<file path="src/rtl/mul_div_sequencer.sv">
// Multi-cycle unsigned 8x8 multiply / 8/8 divide sequencer driving an external
// combinational adder/subtractor, one adder pass per bit over 8 RUN cycles.
module mul_div_sequencer (
  input  logic       clk,
  input  logic       rst_n,
  input  logic       in_valid,
  output logic       in_ready,
  input  logic       op,
  input  logic [7:0] operand_a,
  input  logic [7:0] operand_b,
  output logic       out_valid,
  input  logic       out_ready,
  output logic [7:0] result_hi,
  output logic [7:0] result_lo,
  output logic       div_by_zero,
  output logic [7:0] adder_a,
  output logic [7:0] adder_b,
  output logic       adder_mode,
  input  logic [7:0] adder_sum,
  input  logic       adder_cout
);

  typedef enum logic [1:0] {IDLE, RUN, DONE} state_t;

  state_t     state, state_nxt;
  logic [2:0] count, count_nxt;
  logic [7:0] hi, hi_nxt, lo, lo_nxt, b_reg, b_nxt;
  logic       op_reg, op_nxt, dbz, dbz_nxt;
  logic [7:0] rem_shift;
  logic       div_accept;

  assign in_ready    = (state == IDLE);
  assign out_valid   = (state == DONE);
  assign result_hi   = hi;
  assign result_lo   = lo;
  assign div_by_zero = dbz;

  // Partial remainder after shifting in the next dividend bit; hi[7] is its 9th bit.
  assign rem_shift  = {hi[6:0], lo[7]};
  assign div_accept = hi[7] | adder_cout;

  always_comb begin
    state_nxt  = state;
    count_nxt  = count;
    hi_nxt     = hi;
    lo_nxt     = lo;
    b_nxt      = b_reg;
    op_nxt     = op_reg;
    dbz_nxt    = dbz;
    adder_a    = '0;
    adder_b    = '0;
    adder_mode = 1'b1;
    case (state)
      IDLE: begin
        if (in_valid) begin
          state_nxt = RUN;
          count_nxt = '0;
          hi_nxt    = '0;
          lo_nxt    = operand_a;
          b_nxt     = operand_b;
          op_nxt    = op;
          dbz_nxt   = op && (operand_b == '0);
        end
      end
      RUN: begin
        adder_b = b_reg;
        if (!op_reg) begin
          adder_a    = hi;
          adder_mode = 1'b1;
          if (lo[0]) {hi_nxt, lo_nxt} = {adder_cout, adder_sum, lo[7:1]};
          else       {hi_nxt, lo_nxt} = {1'b0, hi, lo[7:1]};
        end else begin
          adder_a    = rem_shift;
          adder_mode = 1'b0;
          hi_nxt     = div_accept ? adder_sum : rem_shift;
          lo_nxt     = {lo[6:0], div_accept};
        end
        count_nxt = count + 3'd1;
        if (count == 3'd7) state_nxt = DONE;
      end
      DONE: begin
        if (out_ready) state_nxt = IDLE;
      end
      default: state_nxt = IDLE;
    endcase
  end

  always_ff @(posedge clk or negedge rst_n) begin
    if (!rst_n) begin
      state  <= IDLE;
      count  <= '0;
      hi     <= '0;
      lo     <= '0;
      b_reg  <= '0;
      op_reg <= 1'b0;
      dbz    <= 1'b0;
    end else begin
      state  <= state_nxt;
      count  <= count_nxt;
      hi     <= hi_nxt;
      lo     <= lo_nxt;
      b_reg  <= b_nxt;
      op_reg <= op_nxt;
      dbz    <= dbz_nxt;
    end
  end

endmodule
</file>
<file path="config.mk">
export PLATFORM = sky130hd
export DESIGN_NAME = mul_div_sequencer
export DESIGN_NICKNAME = d
export VERILOG_FILES = /design/src/rtl/mul_div_sequencer.sv
export SDC_FILE = /design/constraint.sdc
export NUM_CORES = 1
export LEC_CHECK = 0
export CORE_ASPECT_RATIO = 0.9
export CORE_UTILIZATION = 45
export CTS_BUF_LIST = sky130_fd_sc_hd__clkbuf_4 sky130_fd_sc_hd__clkbuf_8 sky130_fd_sc_hd__clkbuf_16
export CTS_CLUSTER_SIZE = 30
export DETAILED_ROUTE_END_ITERATION = 10
export GPL_ROUTABILITY_DRIVEN = 0
export MAX_ROUTING_LAYER = met4
export PLACE_DENSITY_LB_ADDON = 0.05
export SYNTH_ARGS = -nofsm -noshare
export SYNTH_HDL_FRONTEND = slang
export SYNTH_SLANG_ARGS = --single-unit
</file>
<file path="constraint.sdc">
create_clock -name clk -period 1.45 [get_ports clk]
set_input_delay 0.145 -clock clk [delete_from_list [all_inputs] [get_ports clk]]
set_output_delay 0.145 -clock clk [all_outputs]
set_load 0.02 [all_outputs]
</file>
; ---- After elaboration in Yosys (flattened, before gate mapping)
; Cells that the tools add are included.
; Widths: inputs -> output; s select.
[word_totals]
register_bits = 31
out_inout_bits = 36
wordCells = 42
inputBits = 30
[op_classes]
mux = 20
bitwise = 1
addsub = 1
n_reduce_logical = 7
n_eq_ne = 6
[ops]
columns = operator, n
row1 = $mux 8, 10
row2 = $pmux 8 s2, 2
row3 = $logic_not 8->1, 1
row4 = $mux 2, 3
row5 = $pmux 2 s3, 1
row6 = $pmux 3 s2, 1
row7 = $ne 2x2->1 const B, 2
row8 = $reduce_and 2->1, 2
row9 = $add 3x1->3 const B, 1
row10 = $eq 3x3->1 const B, 1
row11 = $mux 3, 1
row12 = $reduce_and 3->1, 1
row13 = $eq 2x1->1 const B, 1
row14 = $eq 2x2->1 const B, 1
row15 = $logic_not 2->1, 1
row16 = $mux 1, 2
row17 = $ne 2x1->1 const B, 1
row18 = $reduce_bool 2->1, 1
row19 = $logic_and 1x1->1, 1
row20 = $or 1x1->1, 1

; ---- Logic depth before layout (Yosys ltp)
; Gate-level depths: netlist of run 1.
[depth]
word_depth = 4
depth_mapped = 5
mapped_depth_nobuf = 4

; ---- Least setup slack after synthesis of run 1
; No wires, ideal clock.
[synth_timing]
path_type = flip-flop to flip-flop
from = register lo[0], in the netlist result_lo[0]
to = register hi[0], in the netlist result_hi[0]
path_slack_ns = 0.073
required_time_ns = 1.315
period_less_slack_ns = 1.377
setup_ns = 0.135
stages_incl_launch_ff = 5
arrival_ns = 1.241
path_buffers = 1
cell_sequence = dfrtp_1 -> buf_2 -> mux2_1 -> a22oi_1 -> o21ai_1
[synth_between]
elab_chain_cells = 3
[synth_lines]
columns = item, line_no
row1 = start: declaration, 27  ; logic [7:0] hi, hi_nxt, lo, lo_nxt, b_reg, b_nxt;
row2 = start signal: assignment, 101  ; lo <= lo_nxt;
row3 = $mux 8, 70  ; if (lo[0]) {hi_nxt, lo_nxt} = {adder_cout, adder_sum, lo[7:1]};
row4 = $mux 8, 67  ; if (!op_reg) begin
row5 = $pmux 8 s2, 53  ; case (state)
row6 = end signal: assignment, 100  ; hi <= hi_nxt;
row7 = end: declaration, 27
; No other way between the ends.
; A chain may end at the register's enable or synchronous reset.

; ---- Worst setup path in the final report of run 1
[layout_timing]
from = register state[0]
to = output port adder_b[3]
[layout_between]
elab_chain_cells = 2
[layout_lines]
columns = item, line_no
row1 = start: declaration, 25  ; state_t state, state_nxt;
row2 = start signal: assignment, 98  ; state <= state_nxt;
row3 = $eq 2x1->1, 53
row4 = $mux 8, 53
row5 = end: declaration, 17  ; output logic [7:0] adder_b,
; No other way between the ends.

==> results of run 1 <==
[power groups by stage]
stage,Clock [µW],Sequential [µW],Combinational [µW]
global placement,0,1630,4120
finish,874,1670,4050
floorplan,0,1820,2280
global route,930,1730,4410
detailed placement,0,1650,4190
CTS,884,1650,3910
[metal layers]
metal / wire [µm] / GRT usage [%]
met4: 69 / 6.50
met1: 2320 / 31.2
met3: 249 / 5.16
met2: 2400 / 39.0
met5: 0 / -
[how the worst max path moves through the flow]
stage                  from           end  slack, ns
3_5_place_dp       state[1]    adder_a[1]      -0.25
3_3_place_gp       state[1]    adder_a[1]      -0.18
5_1_grt            state[1]  result_hi[0]      -0.03
2_1_floorplan  result_lo[0]  result_hi[0]       0.07
4_1_cts              op_reg    adder_a[1]      -0.07
6_report           state[0]    adder_b[3]       0.02
[layout by cell type, fill, tap and decap left out, types with 2 or more instances in the layout]
cell type,instances
inv_1,2
mux2_2,2
buf_4,24
and2_4,3
buf_6,5
dlygate4sd2_1,12
a22oi_1,8
nor2_1,11
nor2b_1,6
a211oi_1,6
buf_12,2
o21ai_1,17
mux2i_1,16
buf_2,11
a21oi_1,7
dlymetal6s2s_1,4
nor3_1,2
and2_1,5
ha_1,2
mux2_1,6
clkdlybuf4s50_1,30
dfrtp_1,29
nand2_1,42
dfrtp_2,2
nand3_1,2
clkbuf_8,6
nor3b_4,2
[per-stage QoR]
step | total power (µW) | setup slack (ns) | utilization [%] | cells
2_1_floorplan | 4100 | 0.0730 | - | 197
3_3_place_gp | 5750 | -0.180 | 69.4 | 319
3_5_place_dp | 5840 | -0.249 | 69.4 | 319
4_1_cts | 6440 | -0.0675 | 70.8 | 327
5_1_grt | 7070 | -0.0266 | 71.9 | 328
6_report | 6590 | 0.0243 | 71.9 | 328
[layout make-up]
class                   instances  area, µm²  share of cell area, %
clock buffers                   6       82.6                   3.00
clock inverters                 2       35.0                   1.27
inverters                       2       7.51                  0.272
multi-input cells             152       1000                   36.4
flip-flops and latches         31        778                   28.2
well taps                      46       57.6                   2.09
repair buffers                 89        792                   28.7
[worst max-delay path, stage by stage (launching register included)]
cell and delay [ns]:
dfrtp_2 0.46, and2b_2 0.27, and2_4 0.15, buf_6 0.12
[repair_timing]
action	in CTS	in global routing
cloned	0	1
resized for setup	84	32
setup endpoints to repair	34	26
pin swaps	0	4
endpoints found under the hold margin	0	0
[logic make-up after synthesis]
group | synth area share (%)
flip-flops | 41.8
multiplexers | 13.5
adder cells (fa/ha/maj) | 1.35
AO/OA/AOI/OAI | 16.2
buffers and inverters | 5.59
AND/OR/NAND/NOR | 21.6
==> impl_metrics.yaml, run 1 <==
clock_tree:
  clock_latency_ns: 0.28
  cts_setup_buffers: 0
  cts_tree: "done"
  numCtsBuffers: 5
  cts-root-buf: "clkbuf_8"
  clk_pin_slew_ns: 0.07
  clock-sinks: 31
  postCtsHoldBufs: 0
  clockBufferDepth: 2
  htree_levels: 2
floorplan:
  ios: 66
  start_util_pct: 48.4
  die_area_um2: 4390
  rows: 21
  coreArea_um2: 3840
  die_h_um: 62.9
  die_x_um: 69.7
power:
  clkPwrFrac_pct: 13.3
  internal_power_uw: 3720
  ir_drop_v: 0.00126
  power.share.sequential_pct: 25.3
  p_sw_uw: 2860
  switching_share_pct: 43.5
  power_density_nw_per_um2: 2390
  p_leak_uw: 0.00133
  pwr-share-comb_pct: 61.4
grt:
  first_global_vias: 1795
  grt.overflow.total: 0
  antenna_found_initial: 0
  grt_usage_pct: 24.2
  grt_max_degree: 32
  grt_first_pass_wirelength_um: 8260
placed_design:
  placedInstanceArea_um2: 2660
  io_buffers: 65
  hpwl_um: 3570
synth:
  ys_types: 35
  synth_seq_cells: 31
  synth_top_area_share_pct: 41.8
  syn_nets: 229
  synth-edff-count: 0
  yosys.area.top_type: "dfrtp_1"
  netlist_area_um2: 1860
  synth_ff_type: "dfrtp_1"
  seq_area_frac_synth_pct: 41.8
  netlist_instances: 197
  synth_common_cells: "42 x nand2_1, 31 x dfrtp_1, 17 x o21ai_1, 16 x mux2i_1, 11 x nor2_1"
  synth.most_common_cell: "nand2_1"
  ys_warn_count: 0
  netlist_top_cells_area: "dfrtp_1 42%, mux2i_1 8.6%, nand2_1 8.5%, o21ai_1 4.6%, mux2_1 3.6%"
  avgSynthCellArea_um2: 9.43
  async_reset_ff_share_pct: 100
sta:
  relSlewSlack_pct: 73.3
  clock-skew-final_ns: 0.00700
  tightest_slew_ns: 0.401
  min_period_ns: 1.43
  max_freq_ghz: 0.701
  fin_crit_sh_pct: 98.3
  slew_violations: 0
  hold_violations: 0
  hold_ws_ns: 0.265
  setup_tns_ns: 0
  setup_viol: 0
  rsz0062_at_grt: "true"
flow_run:
  max_cap_violations: 0
route:
  first_pass_iters: 4
  drcViolationCount: 0
  ant_nets: 0
  wirelength_um: 5040
  drt-initial-drc-count: 101
  dr_total_vias: 1759
  routed_via_density: 5.36
  routedWlPerCell_um: 15.4
setup_path:
  path_max_fanout: 5
  timing.rr.start: "op_reg"
  ff2ff_path_depth: 5
  start_kind: "register"
  end_kind: "output pin"
  arrival_ns: 1.28
  rr_endpoint: "result_hi[7]"
  critPathKind: "register to output pin"
  cp.required_ns: 1.31
  r2r_slack_ns: 0.03
layout:
  drive_gt1_share_pct: 24.5
  synthToLayoutAreaGrowth_pct: 48.4
  final_area_um2: 2760
  nNetsFinal: 313
  nFillCells: 338
  insertedDiodeCount: 0
run_status:
  status: "complete, no violations"
hold_path:
  hold_path.class: "primary input to async pin"
Note: power is estimated with default switching activity, not from simulation.
==> run 2, diff against run 1 <==
--- a/config.mk
+++ b/config.mk
@@ -13,6 +13,7 @@
 export GPL_ROUTABILITY_DRIVEN = 0
 export MAX_ROUTING_LAYER = met4
 export PLACE_DENSITY_LB_ADDON = 0.05
+export SETUP_SLACK_MARGIN = 0.4
 export SYNTH_ARGS = -nofsm -noshare
 export SYNTH_HDL_FRONTEND = slang
 export SYNTH_SLANG_ARGS = --single-unit
==> impl_metrics.yaml, run 2 (same netlist as run 1, synthesis figures left out) <==
grt:
  grt_max_degree: 32
  antenna_found_initial: 0
  grt_usage_pct: 33.9
  first_global_vias: 2150
  grt.overflow.total: 0
  grt_first_pass_wirelength_um: 11000
hold_path:
  hold_path.class: "primary input to async pin"
setup_path:
  max_stage_delay_ns: 0.42
  cpMaxStageDelayCell: "dfrtp_1"
  cp_common_cell: "buf_12"
  cp.required_ns: 1.65
  critPathKind: "register to register"
  crit_chain: "buf_6, buf_4, buf_12, nor3b_4, buf_12, a22oi_1, o21ai_1"
  start_kind: "register"
  r2r_slack_ns: -0.11
  end_kind: "register"
  path_max_fanout: 8
  arrival_ns: 1.76
sta:
  setup_viol: 27
  clock-skew-final_ns: 0.0171
  tightest_slew_ns: 0.372
  layout_setup_ws_ns: -0.107
  fin_crit_sh_pct: 107
  max_freq_ghz: 0.642
  hold_violations: 0
  slew_violations: 0
  setup_tns_ns: -1.18
  relSlewSlack_pct: 75.2
  rsz0062_at_grt: "true"
  min_period_ns: 1.56
clock_tree:
  cts-root-buf: "clkbuf_8"
  numCtsBuffers: 5
  cts_tree: "done"
  clk_pin_slew_ns: 0.09
  clock_latency_ns: 0.30
  clock-sinks: 31
  htree_levels: 2
  clockBufferDepth: 2
layout:
  final_common_cell: "buf_6"
  final_area_um2: 3600
  final_cell_mix: "41 x buf_6, 29 x nand2_1, 29 x clkdlybuf4s50_1"
  synthToLayoutAreaGrowth_pct: 93.7
  nNetsFinal: 340
  drive_gt1_share_pct: 59.5
  insertedDiodeCount: 0
  nFillCells: 119
floorplan:
  die_x_um: 69.7
  rows: 21
  coreArea_um2: 3840
  die_area_um2: 4390
  ios: 66
  start_util_pct: 48.4
  die_h_um: 62.9
power:
  ir_drop_v: 0.00162
  power_density_nw_per_um2: 2730
  p_leak_uw: 0.00156
run_status:
  violations: "setup timing"
  status: "finished with violations"
route:
  drt-initial-drc-count: 205
  routed_via_density: 6.27
  routedWlPerCell_um: 24.0
  drcViolationCount: 0
  first_pass_iters: 4
  wirelength_um: 8530
  dr_total_vias: 2227
  ant_nets: 0
placed_design:
  placedInstanceArea_um2: 2850
  hpwl_um: 3520
  io_buffers: 65
flow_run:
  max_cap_violations: 0
[run 2: power breakdown]
group | internal (µW) | total [µW] | switching (µW)
clock network | 557 | 937 | 380
logic | 3610 | 7000 | 3390
registers | 1300 | 1870 | 573
total | 5460 | 9810 | 4350
[run 2: what timing repair did]
| item | in CTS | in global routing |
|---|---|---|
| setup buffers | 19 | 5 |
| pin swaps | 26 | 8 |
| hold buffers | 0 | 0 |
| endpoints found under the setup margin | 67 | 64 |
| gates cloned | 3 | 0 |
| gates resized for setup | 268 | 35 |
[run 2: per-stage QoR]
step                      power (µW)  setup slack [ns]  hold slack [ns]  util [%]  instances
after floorplan                 4650             0.208           -0.151         -        197
after global placement          6340            -0.162            0.450      74.3        320
after detailed placement        6420            -0.199            0.459      74.3        320
after CTS                       8760           -0.0502            0.236      89.9        350
after global routing           10100            -0.148            0.224      93.8        355
final                           9810            -0.107            0.211      93.8        355
[run 2: layer usage]
layer / vias to the layer above / GRT usage (%) / wire length [µm]
met5: - / - / 0
met4: 0 / 15.3 / 529
met3: 54 / 6.77 / 540
met2: 148 / 56.8 / 4380
met1: 1106 / 39.6 / 3090
li1: 919 / - / -
[run 2: critical path, delay by kind of cell, from the launching register on]
family | cells | cell delay (ns)
AO/OA/AOI/OAI | 2 | 0.21
buffers and inverters | 4 | 0.62
flip-flops | 1 | 0.42
AND/OR/NAND/NOR | 1 | 0.23
[run 2: worst paths after layout]
kind                              startpoint      endpoint  cells after the start
worst max-delay path                  op_reg  result_hi[5]                      7
worst min-delay path                   rst_n  result_lo[0]                      2
worst max register to register        op_reg  result_hi[5]                      7
worst min register to register      b_reg[2]      b_reg[2]                      2
max in group asynchronous              rst_n  result_hi[0]                      2
min in group clk                operand_b[3]      b_reg[3]                      3
[run 2: final cells by class]
class	count	area, µm²	area share [%]
multi-input cells	153	1380	38.4
inverters	2	7.51	0.209
well taps	46	57.6	1.60
clock inverters	2	35.0	0.974
repair buffers	115	1240	34.6
flip-flops and latches	31	788	21.9
clock buffers	6	82.6	2.30
==> run 3, diff against run 2 <==
--- a/config.mk
+++ b/config.mk
@@ -6,12 +6,12 @@
 export NUM_CORES = 1
 export LEC_CHECK = 0
 export CORE_ASPECT_RATIO = 0.9
+export CORE_MARGIN = 4
 export CORE_UTILIZATION = 45
 export CTS_BUF_LIST = sky130_fd_sc_hd__clkbuf_4 sky130_fd_sc_hd__clkbuf_8 sky130_fd_sc_hd__clkbuf_16
 export CTS_CLUSTER_SIZE = 30
 export DETAILED_ROUTE_END_ITERATION = 10
 export GPL_ROUTABILITY_DRIVEN = 0
-export MAX_ROUTING_LAYER = met4
 export PLACE_DENSITY_LB_ADDON = 0.05
 export SETUP_SLACK_MARGIN = 0.4
 export SYNTH_ARGS = -nofsm -noshare
==> impl_metrics.yaml, run 3 <==
placed_design:
  dp_slack_ns: -0.301
  io_buffers: 65
  hpwl_um: 3850
  place_inst: 322
  placedInstanceArea_um2: 2870
synth:
  async_reset_ff_share_pct: 100
  ys_warn_count: 0
  synth.most_common_cell: "nand2_1"
  synth_top_area_share_pct: 41.8
  seq_area_frac_synth_pct: 41.8
  synth_compound_area_share_pct: 16.2
  avgSynthCellArea_um2: 9.43
  yosys.area.top_type: "dfrtp_1"
  synth_ff_type: "dfrtp_1"
  synth_common_cells: "42 x nand2_1, 31 x dfrtp_1, 17 x o21ai_1, 16 x mux2i_1, 11 x nor2_1"
  synth-xor-area-share_pct: 0
  ys_types: 35
  netlist_instances: 197
  netlist_area_um2: 1860
  netlist_top_cells_area: "dfrtp_1 42%, mux2i_1 8.6%, nand2_1 8.5%, o21ai_1 4.6%, mux2_1 3.6%"
  synth-simple-area-share_pct: 21.6
  synth_top_family_by_area: "simple AND/OR/NAND/NOR gates"
  synthAdderAreaFrac_pct: 1.35
  muxShareOfSynthArea_pct: 13.5
  synth_seq_cells: 31
  syn_nets: 229
  synth-edff-count: 0
clock_tree:
  htree_levels: 2
  cts-root-buf: "clkbuf_8"
  numCtsBuffers: 5
  clock-sinks: 31
  clockBufferDepth: 2
  postCtsHoldBufs: 0
run_status:
  failing_step: "global routing (5_1_grt)"
  status: "did not finish"
  firstError: "[ERROR DPL-0038] Utilization greater than 100%, impossible to legalize"
floorplan:
  rows: 21
  ios: 66
  die_x_um: 75.7
  die_h_um: 68.9
  start_util_pct: 48.4
sta:
  worst-ep-kind: "top-level output"
  grt-worst-endpoint: "adder_a[5]"
grt:
  grt_max_degree: 32
-- run 3: timing repair --
action | 4_1_cts
endpoints found under the setup margin | 67
cloned | 3
buffers inserted | 17
pin swaps | 20
hold endpoints to repair | 0
resized for setup | 271
-- run 3: cells by family after synthesis --
| group | count (synthesis) |
|---|---|
| simple gates | 80 |
| flops | 31 |
| fa+ha+maj | 2 |
| compound gates | 45 |
| mux | 24 |
| buf+inv | 15 |
-- run 3: through the flow --
step	hold slack (ns)	setup TNS (ns)
after detailed placement	0.454	-3.46
after floorplan	-0.151	0
after global placement	0.452	-3.01
after CTS	0.264	-0.128
==> run 4, diff against run 3 <==
==> config.mk (replaced) <==
export PLATFORM = sky130hd
export DESIGN_NAME = mul_div_sequencer
export DESIGN_NICKNAME = d
export VERILOG_FILES = /design/src/rtl/mul_div_sequencer.sv
export SDC_FILE = /design/constraint.sdc
export NUM_CORES = 1
export LEC_CHECK = 0
export CORE_MARGIN = 4
export CORE_UTILIZATION = 40
export DETAILED_ROUTE_END_ITERATION = 10
export GPL_ROUTABILITY_DRIVEN = 0
export PLACE_DENSITY_LB_ADDON = 0.15
export SYNTH_ARGS = -nofsm -noshare
export SYNTH_HDL_FRONTEND = slang
export SYNTH_SLANG_ARGS = --single-unit
==> impl_metrics.yaml, run 4 (same netlist as run 1, synthesis figures left out) <==
power:
  internal_power_uw: 4130
  pwr-share-comb_pct: 64.4
  p_leak_uw: 0.00138
  p_sw_uw: 3000
  clkPwrFrac_pct: 12.7
  power.share.sequential_pct: 23.0
  switching_share_pct: 42.1
  power_density_nw_per_um2: 2430
  ir_drop_v: 0.00118
placed_design:
  io_buffers: 65
  dp_slack_ns: -0.203
  hpwl_um: 3540
  place_inst: 326
layout:
  final_common_cell: "nand2_1"
  final_cell_mix: "41 x nand2_1, 30 x dfrtp_1, 30 x clkdlybuf4s50_1"
  nNetsFinal: 319
  insertedDiodeCount: 0
  synthToLayoutAreaGrowth_pct: 58.0
  fin_cells: 340
  nFillCells: 375
  multiInputGateArea_um2: 1030
  final_core_util_pct: 66.5
  seqCellArea_um2: 777
  drive_gt1_share_pct: 28.5
flow_run:
  max_cap_violations: 0
route:
  routed_via_density: 5.11
  first_pass_iters: 4
  drcViolationCount: 0
  dr_total_vias: 1737
  ant_nets: 0
  drt-initial-drc-count: 58
  wirelength_um: 5280
  routedWlPerCell_um: 15.5
clock_tree:
  clk_pin_slew_ns: 0.07
  cts_tree: "done"
  clock-sinks: 31
  clock_latency_ns: 0.29
  numCtsBuffers: 5
  cts-root-buf: "clkbuf_8"
  postCtsHoldBufs: 0
  htree_levels: 2
  clockBufferDepth: 2
sta:
  setup_viol: 9
  hold_violations: 0
  clock-skew-final_ns: 0.00853
  tightest_slew_ns: 0.410
  slew_violations: 0
  max_freq_ghz: 0.675
  min_period_ns: 1.48
  rsz0062_at_grt: "true"
  layout_setup_ws_ns: -0.0325
  relSlewSlack_pct: 72.7
  fin_crit_sh_pct: 102
floorplan:
  die_x_um: 76.1
  rows: 24
  coreArea_um2: 4410
  die_h_um: 76.1
  die_area_um2: 5800
  start_util_pct: 42.1
  ios: 66
run_status:
  violations: "setup timing"
  status: "finished with violations"
hold_path:
  hold_path.class: "primary input to async pin"
grt:
  antenna_found_initial: 0
  first_global_vias: 1695
  grt_max_degree: 32
  grt_first_pass_wirelength_um: 8560
  grt_usage_pct: 17.8
  grt.overflow.total: 0
setup_path:
  start_kind: "register"
  cp.required_ns: 1.31
  end_kind: "output pin"
  arrival_ns: 1.34
  critPathKind: "register to output pin"
  path_max_fanout: 5
==> run 4: path summary, 6_finish.rpt <==
check / from / endpoint / slack, ns / depth (start not counted)
max: state[1] / adder_b[3] / -0.03 / 4
min: rst_n / div_by_zero / 0.24 / 2
max reg2reg: op_reg / result_hi[7] / 0.02 / 5
min reg2reg: b_reg[2] / b_reg[2] / 0.48 / 2
max in group asynchronous: rst_n / result_lo[1] / 0.89 / 2
min in group clk: operand_b[1] / b_reg[1] / 0.41 / 3
==> run 4: power by group through the flow <==
stage	Clock (µW)	Combinational (µW)	Sequential (µW)
floorplan	0	2280	1820
global placement	0	4240	1620
detailed placement	0	4280	1620
CTS	916	4320	1610
global route	955	4940	1690
finish	904	4590	1640
==> run 4: cell type report <==
cell class	count	area share, %
Sequential cell	31	26.5
Multi-Input combinational cell	152	35.3
Clock buffer	6	2.81
Tap cell	52	2.22
Inverter	2	0.256
Clock inverter	2	1.19
Timing Repair Buffer	95	31.8
==> run 4: critical path, stage by stage, from the launching register on <==
cell and delay [ns]:
dfrtp_1 0.39, and2b_2 0.28, buf_6 0.13, and2_4 0.13, buf_6 0.11
==> run 4: timing repair <==
| action | in CTS | in global routing |
|---|---|---|
| cloned | 1 | 1 |
| gates resized for setup | 124 | 17 |
| pin swaps | 9 | 9 |
| endpoints found under the setup margin | 52 | 32 |
| buffers inserted | 2 | 2 |
==> run 4: metal layers <==
layer  share of wire [%]  global-route usage [%]  vias up
met3                 4.9                    5.20        5
met1                  47                    24.5      815
met5                   0                       0        -
met2                  47                    26.9       47
li1                    -                       -      870
met4                 1.3                    5.77        0
==> run 4: metrics by stage <==
stage               hold slack, ns  power (µW)  setup TNS (ns)  instance area, µm²
floorplan                   -0.151        4100               0                1860
global placement             0.451        5850           -3.23                2690
detailed placement           0.455        5900           -3.62                2690
CTS                          0.270        6840          -0.255                2830
global route                 0.292        7580          -0.810                2930
finish                       0.243        7130          -0.241                2930
